===== src/rtl/hp_access_arbiter.sv =====
// HP register owner for player and AI, with a round-robin arbitrated
// read-modify-write sequencer (IDLE -> CALC -> WRITE -> DONE) for attack/heal.
module hp_access_arbiter #(
  parameter int HP_W   = 8,
  parameter int MAX_HP = 100
) (
  input  logic            clk,
  input  logic            reset,
  input  logic            load_hp,
  input  logic [HP_W-1:0] p_init_hp,
  input  logic [HP_W-1:0] ai_init_hp,
  input  logic            p_req,
  input  logic            p_op,
  input  logic [HP_W-1:0] p_amt,
  input  logic            ai_req,
  input  logic            ai_op,
  input  logic [HP_W-1:0] ai_amt,
  output logic            p_gnt,
  output logic            ai_gnt,
  output logic            p_done,
  output logic            ai_done,
  output logic            busy,
  output logic [HP_W-1:0] p_hp,
  output logic [HP_W-1:0] ai_hp,
  output logic            p_dead,
  output logic            ai_dead
);

  typedef enum logic [1:0] {IDLE, CALC, WRITE, DONE} state_t;

  localparam logic [HP_W:0] MAX_W = MAX_HP[HP_W:0];

  state_t          state_q;
  logic            last_ai_q;
  logic            p_gnt_q, ai_gnt_q, p_done_q, ai_done_q;
  logic [HP_W-1:0] p_hp_q, ai_hp_q;
  logic            op_q, tgt_ai_q;
  logic [HP_W-1:0] amt_q;
  logic [HP_W:0]   res_q;

  logic            start_d, pick_ai_d, sel_op_d, tgt_ai_d;
  logic [HP_W-1:0] sel_amt_d, tgt_hp_d;
  logic [HP_W:0]   calc_d;

  function automatic logic [HP_W:0] sat_sub(input logic [HP_W-1:0] hp,
                                            input logic [HP_W-1:0] amt);
    logic [HP_W-1:0] diff;
    diff = hp - amt;
    return (hp > amt) ? {1'b0, diff} : '0;
  endfunction

  function automatic logic [HP_W:0] sat_add(input logic [HP_W-1:0] hp,
                                            input logic [HP_W-1:0] amt);
    logic [HP_W:0] sum;
    sum = {1'b0, hp} + {1'b0, amt};
    return (sum > MAX_W) ? MAX_W : sum;
  endfunction

  // Selection: a tie goes to whoever did not win last time.
  always_comb begin
    start_d   = (p_req | ai_req) & ~p_dead & ~ai_dead;
    pick_ai_d = (p_req & ai_req) ? ~last_ai_q : ai_req;
    sel_op_d  = pick_ai_d ? ai_op  : p_op;
    sel_amt_d = pick_ai_d ? ai_amt : p_amt;
    // Heal hits the requester's own HP, attack hits the opponent's.
    tgt_ai_d  = pick_ai_d ? sel_op_d : ~sel_op_d;
    tgt_hp_d  = tgt_ai_q ? ai_hp_q : p_hp_q;
    calc_d    = op_q ? sat_add(tgt_hp_d, amt_q) : sat_sub(tgt_hp_d, amt_q);
  end

  // Operand latch and CALC result register
  always_ff @(posedge clk) begin
    if (state_q == IDLE) begin
      op_q     <= sel_op_d;
      amt_q    <= sel_amt_d;
      tgt_ai_q <= tgt_ai_d;
    end
    if (state_q == CALC) res_q <= calc_d;
  end

  always_ff @(posedge clk or posedge reset) begin
    if (reset) begin
      state_q   <= IDLE;
      last_ai_q <= 1'b1;
      p_gnt_q   <= 1'b0;
      ai_gnt_q  <= 1'b0;
      p_done_q  <= 1'b0;
      ai_done_q <= 1'b0;
      p_hp_q    <= '0;
      ai_hp_q   <= '0;
    end else if (load_hp) begin
      state_q   <= IDLE;
      p_gnt_q   <= 1'b0;
      ai_gnt_q  <= 1'b0;
      p_done_q  <= 1'b0;
      ai_done_q <= 1'b0;
      p_hp_q    <= p_init_hp;
      ai_hp_q   <= ai_init_hp;
    end else begin
      case (state_q)
        IDLE: begin
          if (start_d) begin
            state_q   <= CALC;
            p_gnt_q   <= ~pick_ai_d;
            ai_gnt_q  <= pick_ai_d;
            last_ai_q <= pick_ai_d;
          end
        end
        CALC: state_q <= WRITE;
        WRITE: begin
          if (tgt_ai_q) ai_hp_q <= res_q[HP_W-1:0];
          else          p_hp_q  <= res_q[HP_W-1:0];
          p_done_q  <= p_gnt_q;
          ai_done_q <= ai_gnt_q;
          state_q   <= DONE;
        end
        default: begin
          p_done_q  <= 1'b0;
          ai_done_q <= 1'b0;
          p_gnt_q   <= 1'b0;
          ai_gnt_q  <= 1'b0;
          state_q   <= IDLE;
        end
      endcase
    end
  end

  assign p_gnt   = p_gnt_q;
  assign ai_gnt  = ai_gnt_q;
  assign p_done  = p_done_q;
  assign ai_done = ai_done_q;
  assign busy    = (state_q != IDLE);
  assign p_hp    = p_hp_q;
  assign ai_hp   = ai_hp_q;
  assign p_dead  = (p_hp_q == '0);
  assign ai_dead = (ai_hp_q == '0);

endmodule


===== config.mk =====
export PLATFORM = sky130hd
export DESIGN_NAME = hp_access_arbiter
export DESIGN_NICKNAME = d
export VERILOG_FILES = /design/src/rtl/hp_access_arbiter.sv
export SDC_FILE = /design/constraint.sdc
export NUM_CORES = 1
export LEC_CHECK = 0
export ABC_AREA = 1
export BUFFER_PORTS_ARGS = -buffer_cell sky130_fd_sc_hd__buf_2
export CORE_ASPECT_RATIO = 0.5
export CORE_UTILIZATION = 50
export DETAILED_ROUTE_END_ITERATION = 7
export PLACE_DENSITY = 0.77
export SLEW_MARGIN = 20
export SYNTH_ARGS = -nofsm -noshare
export SYNTH_HDL_FRONTEND = slang
export SYNTH_SLANG_ARGS = --single-unit
export TNS_END_PERCENT = 10

===== constraint.sdc =====
create_clock -name clk -period 2.8 [get_ports clk]
set_input_delay 0.7 -clock clk [delete_from_list [all_inputs] [get_ports clk]]
set_output_delay 0.7 -clock clk [all_outputs]
set_load 0.01 [all_outputs]

; After elaboration in Yosys (flattened, before gate mapping)
; Index checks and enable logic that the tools add are counted.
[word_totals]
register_bits = 41
[classes]
n_addsub = 2
magnitude_cmp = 2
eq_ne = 6
mux = 27
bitwise_logic = 10
reduce_logical = 12
[op_table]
columns = cell, count
row1 = $mux W8, 11
row2 = $logic_not A8 Y1, 2
row3 = $add A8 B8 Y9, 1
row4 = $gt A9 B7 Y1 const B, 1
row5 = $mux W1, 9
row6 = $gt A8 B8 Y1, 1
row7 = $pmux W1 S2, 4
row8 = $sub A8 B8 Y8, 1
row9 = $not A1 Y1, 6
row10 = $pmux W2 S3, 1
row11 = $reduce_and A2 Y1, 3
row12 = $reduce_bool A2 Y1, 3
row13 = $mux W2, 2
row14 = $ne A2 B1 Y1 const B, 2
row15 = $reduce_or A2 Y1, 2
row16 = $and A1 B1 Y1, 3
row17 = $ne A3 B3 Y1 const B, 1
row18 = $reduce_and A3 Y1, 1
row19 = $eq A2 B1 Y1 const B, 1
row20 = $eq A2 B2 Y1 const B, 1
row21 = $logic_not A2 Y1, 1
row22 = $ne A2 B2 Y1 const B, 1
row23 = $or A1 B1 Y1, 1

; Longest topological paths before layout
[logic_depth]
ltp_word = 7
ltp_mapped = 18
depth_no_buf = 17

; Worst setup path before layout
; No wires, ideal clock.
[synth_timing]
path_type = reg2reg
start = reg tgt_ai_q
end = reg res_q[4] (data pin)
t_arrival_ns = 2.212
t_required_ns = 2.546
path_slack_ns = 0.334
path_stages_with_launch = 16
synth_period_minus_slack_ns = 2.466
path_cell_list = edfxtp_1 > buf_4 > inv_1 > or2_2 > o21ai_0 > ha_1 > inv_1 > fa_1 > nand2_1 > nand2_1 > o21ai_0 > o211ai_2 > nand2_1 > inv_1 > nand2_1 > o21ai_2
[synth_via]
elab_chain_len = 5
word_cells_on_any_way = 8
cone_classes = add/sub (2) / order compare (2) / mux (4)
[synth_lines]
columns = element, line_no
row1 = from (decl), 37  ; logic op_q, tgt_ai_q;
row2 = from (signal assigned), 76  ; tgt_ai_q <= tgt_ai_d;
row3 = $mux W8 *, 67  ; tgt_hp_d = tgt_ai_q ? ai_hp_q : p_hp_q;
row4 = $add A8 B8 Y9, 55  ; sum = {1'b0, hp} + {1'b0, amt};
row5 = $gt A9 B7 Y1, 56  ; return (sum > MAX_W) ? MAX_W : sum;
row6 = $mux W8, 56
row7 = $mux W8 *, 68  ; calc_d = op_q ? sat_add(tgt_hp_d, amt_q) : sat_sub(tgt_hp_d, amt_q);
row8 = net calc_d[4], 43  ; logic [HP_W:0] calc_d;
row9 = to (signal assigned), 78  ; if (state_q == CALC) res_q <= calc_d;
row10 = to (decl), 39  ; logic [HP_W:0] res_q;
; The timed path passes the listed nets; every way through them passes the cells marked *.
; A chain may end at the register's enable or synchronous reset.

; Worst setup path after layout
; Same ends and word-level chain as after synthesis.

==> metrics.txt <==
row cnt=19; most frequent CP cell=nand2_1; Post-DP HPWL=between 5000 and 6000 um; PortBufs=61; overall die height=between 50 and 60 um; Synth Instances=383; area leader, netlist=dfrtp_1; Fmax=~380 MHz; DR vias/cell=5.26; Storage cell area=1120 um^2; hold_buf cts=0; drt pass-1 iters=6; pin count of the biggest net entering global routing=29; root buffer cell=clkbuf_16; Cell Count, Final, Fillers Out=roughly 520; ys async rst share=a little under three fifths; CTS tree=done; WP data arrival=between 2 and 3 ns; Synth Flop Type=dfrtp_1; Final ANT Viol Nets=0; GRT Total Usage=26.7%; register area share after synthesis=38.6%; Layout Utilization=approximately 60%; routed len/inst=14.2 um; CTS H-tree lvls=2; Clock transition at path regs=~0.07 ns; Crit path max-delay family=adder cells; met2 WL post-DR=3120 um; dpl cells=509; Slew HR=a little under a third; top cells by area, synth=dfrtp_1 (19%), edfxtp_1 (19%), nand2_1 (16%); crit-path max cell delay=roughly 0.43 ns; Yosys cell types=40; status=completed; Max FO, Critical Path=4; max_cap viols=0; Slew Limit Fails=0; Antenna Cells=0; worst min path class=reg2reg; setup tns final=0 ns; actual slew at the worst max-slew pin=1.03 ns; CP endpoint kind=flip-flop; slowest stage cell, crit path=edfxtp_1; Metal-1 WL=3620 um; vias in the first global route=2568; Final setup viols=0; uppermost routed layer=met4; maximum vdd ir drop=around 0.0005 V; total gr overflow=0; boundary pin count=62; Final Net Count=504; Worst Path Buf+Inv=3; crit path time final=2.61 ns; Core ar.=between 5000 and 6000 um^2; clock sinks=41; Pleak=1.79 nW; Mapped Nets=443; Crit Path Class=reg2reg; multi-input logic area=about 1500 um^2; initial antenna violation count=0; Yosys top cell area share=19.0%; PwrDens=1080 nW/um^2; Clock Path Buffers=2; synthesized flop and latch total=41; Starting Density=between 50 and 60%; placer's final routability congestion estimate=just over 0.9; critical path launch point type=flip-flop; DP Worst Slack=0.104 ns; clock latency on the worst-skew pair=0.28 ns; initial DRC count=180; die width=110 um; post-route setup slack=0.188 ns; P&R area growth vs syn=17.9%; fill count=529; met3 WL=538 um; vias=2726; Fin. Hold Viols=0; Syn Area/Cell=about 7.6 um^2; number of synthesized flops with an enable pin=18; Synth warnings=0; # DRC=0; Die ar.=between 6000 and 7000 um^2; skew final=between 0.003 and 0.004 ns; Post-Synthesis Cell Area=between 2000 and 3000 um^2; final cycle utilization of the critical path=approximately 93%; first-pass GRT wire length=12500 um; CP required=about 2.8 ns; share of cells above drive strength 1=23.1%; CP cell instances=buf_4, o21ai_0, ha_1, inv_1, fa_1, nand2_1, nand2_1, o21ai_2, o211ai_2, nand2_1, inv_1, nand2_1, o21ai_2; Fin Hold WS=0.501 ns; WL final=7350 um; CTS buffer count=5
-- sequential cells by signal, summed over array words and instances, names as in the netlist --
name and count:
op_q 1, p_hp 8, res_q 8, amt_q 8, tgt_ai_q 1, ai_gnt 1, ai_done 1, last_ai_q 1
state_q 2, p_done 1, ai_hp 8, p_gnt 1
-- per-layer routing --
layer,GRT usage (%),up-vias
met2,39.2,100
met4,4.19,0
li1,-,1361
met5,0,-
met1,42.0,1254
met3,4.22,11
-- tightest hold or removal path, stage by stage (launching register included) --
cell and delay [ns]:
dfstp_2 0.37, o21ai_0 0.06, o31ai_1 0.07
-- area by class of cell --
type / count / area share, %
clock inverter: 3 / 0.733
timing repair buffer: 65 / 9.82
sequential: 41 / 32.7
clock buffer: 5 / 3.66
tap: 73 / 2.67
multi-input combinational: 278 / 44.5
inverter: 53 / 5.90
-- cell usage after synthesis, types with 2 or more instances --
| cell | n |
|---|---|
| nand2_1 | 125 |
| inv_1 | 46 |
| o21ai_0 | 27 |
| a21oi_1 | 24 |
| dfrtp_1 | 22 |
| ha_1 | 19 |
| edfxtp_1 | 18 |
| nand3_1 | 17 |
| nor2_1 | 16 |
| nand4_1 | 7 |
| xor2_1 | 6 |
| a21oi_2 | 5 |
| inv_2 | 4 |
| nor4_1 | 4 |
| or2_2 | 4 |
| buf_2 | 3 |
| clkbuf_1 | 3 |
| nor2_2 | 3 |
| o21ai_2 | 3 |
| buf_4 | 2 |
| buf_6 | 2 |
| clkinv_1 | 2 |
| fa_1 | 2 |
| nand3_2 | 2 |
| nor3_1 | 2 |
-- where the power goes --
| part | switching (W) | leakage, nW | internal [W] | total, W |
|---|---|---|---|---|
| Sequential | 0.000161 | 0.463 | 0.000874 | 0.00104 |
| Clock | 0.000254 | 0.0704 | 0.000335 | 0.000589 |
| Combinational | 0.00135 | 1.26 | 0.000730 | 0.00208 |
| Total | 0.00176 | 1.79 | 0.00194 | 0.00370 |
-- kinds of logic after synthesis --
| logic type | share of synthesized area [%] |
|---|---|
| DFF | 38.6 |
| AOI/OAI and AO/OA | 13.2 |
| buffers and inverters | 9.28 |
| and+or+nand+nor | 27.6 |
| xor gates and xnor gates | 1.81 |
| adders and majority gates | 9.59 |
-- through the flow --
stage | power, W | cell area, um^2
global route | 0.00399 | 3420
floorplan | 0.00255 | 2900
finish | 0.00370 | 3420
CTS | 0.00366 | 3400
global placement | 0.00303 | 3250
detailed placement | 0.00305 | 3250
-- repair_timing --
action,in CTS,in global routing
gates resized for setup,0,5
buffers inserted,0,1
endpoints found under the hold margin,0,0
endpoints found under the setup margin,0,8
-- final timing paths --
path / start / slack, ns / cells after the start / endpoint
worst max register to register: tgt_ai_q / 0.19 / 13 / res_q[4]
min in group asynchronous: reset / 0.58 / 2 / ai_hp[4]
worst min register to register: last_ai_q / 0.50 / 2 / last_ai_q
max in group asynchronous: reset / 1.70 / 2 / state_q[1]
worst min-delay path: last_ai_q / 0.50 / 2 / last_ai_q
worst max-delay path: tgt_ai_q / 0.19 / 13 / res_q[4]
-- cells in the final DEF (no fill, tap or decap), types with 2 or more instances in the layout --
cell type,n
ha_1,18
nand3_1,17
nor2_1,16
nand4_1,7
buf_2,61
buf_4,4
dfrtp_1,22
o21ai_1,2
nand2_1,125
xor2_1,6
clkbuf_16,5
inv_2,4
nand3_2,2
edfxtp_1,18
nor4_1,4
a21oi_1,24
nor2_2,3
nor3_1,2
o21ai_0,25
inv_1,46
or2_2,4
clkinv_1,2
o21ai_2,4
a21oi_2,5
Power figures use the tool's default switching activity.
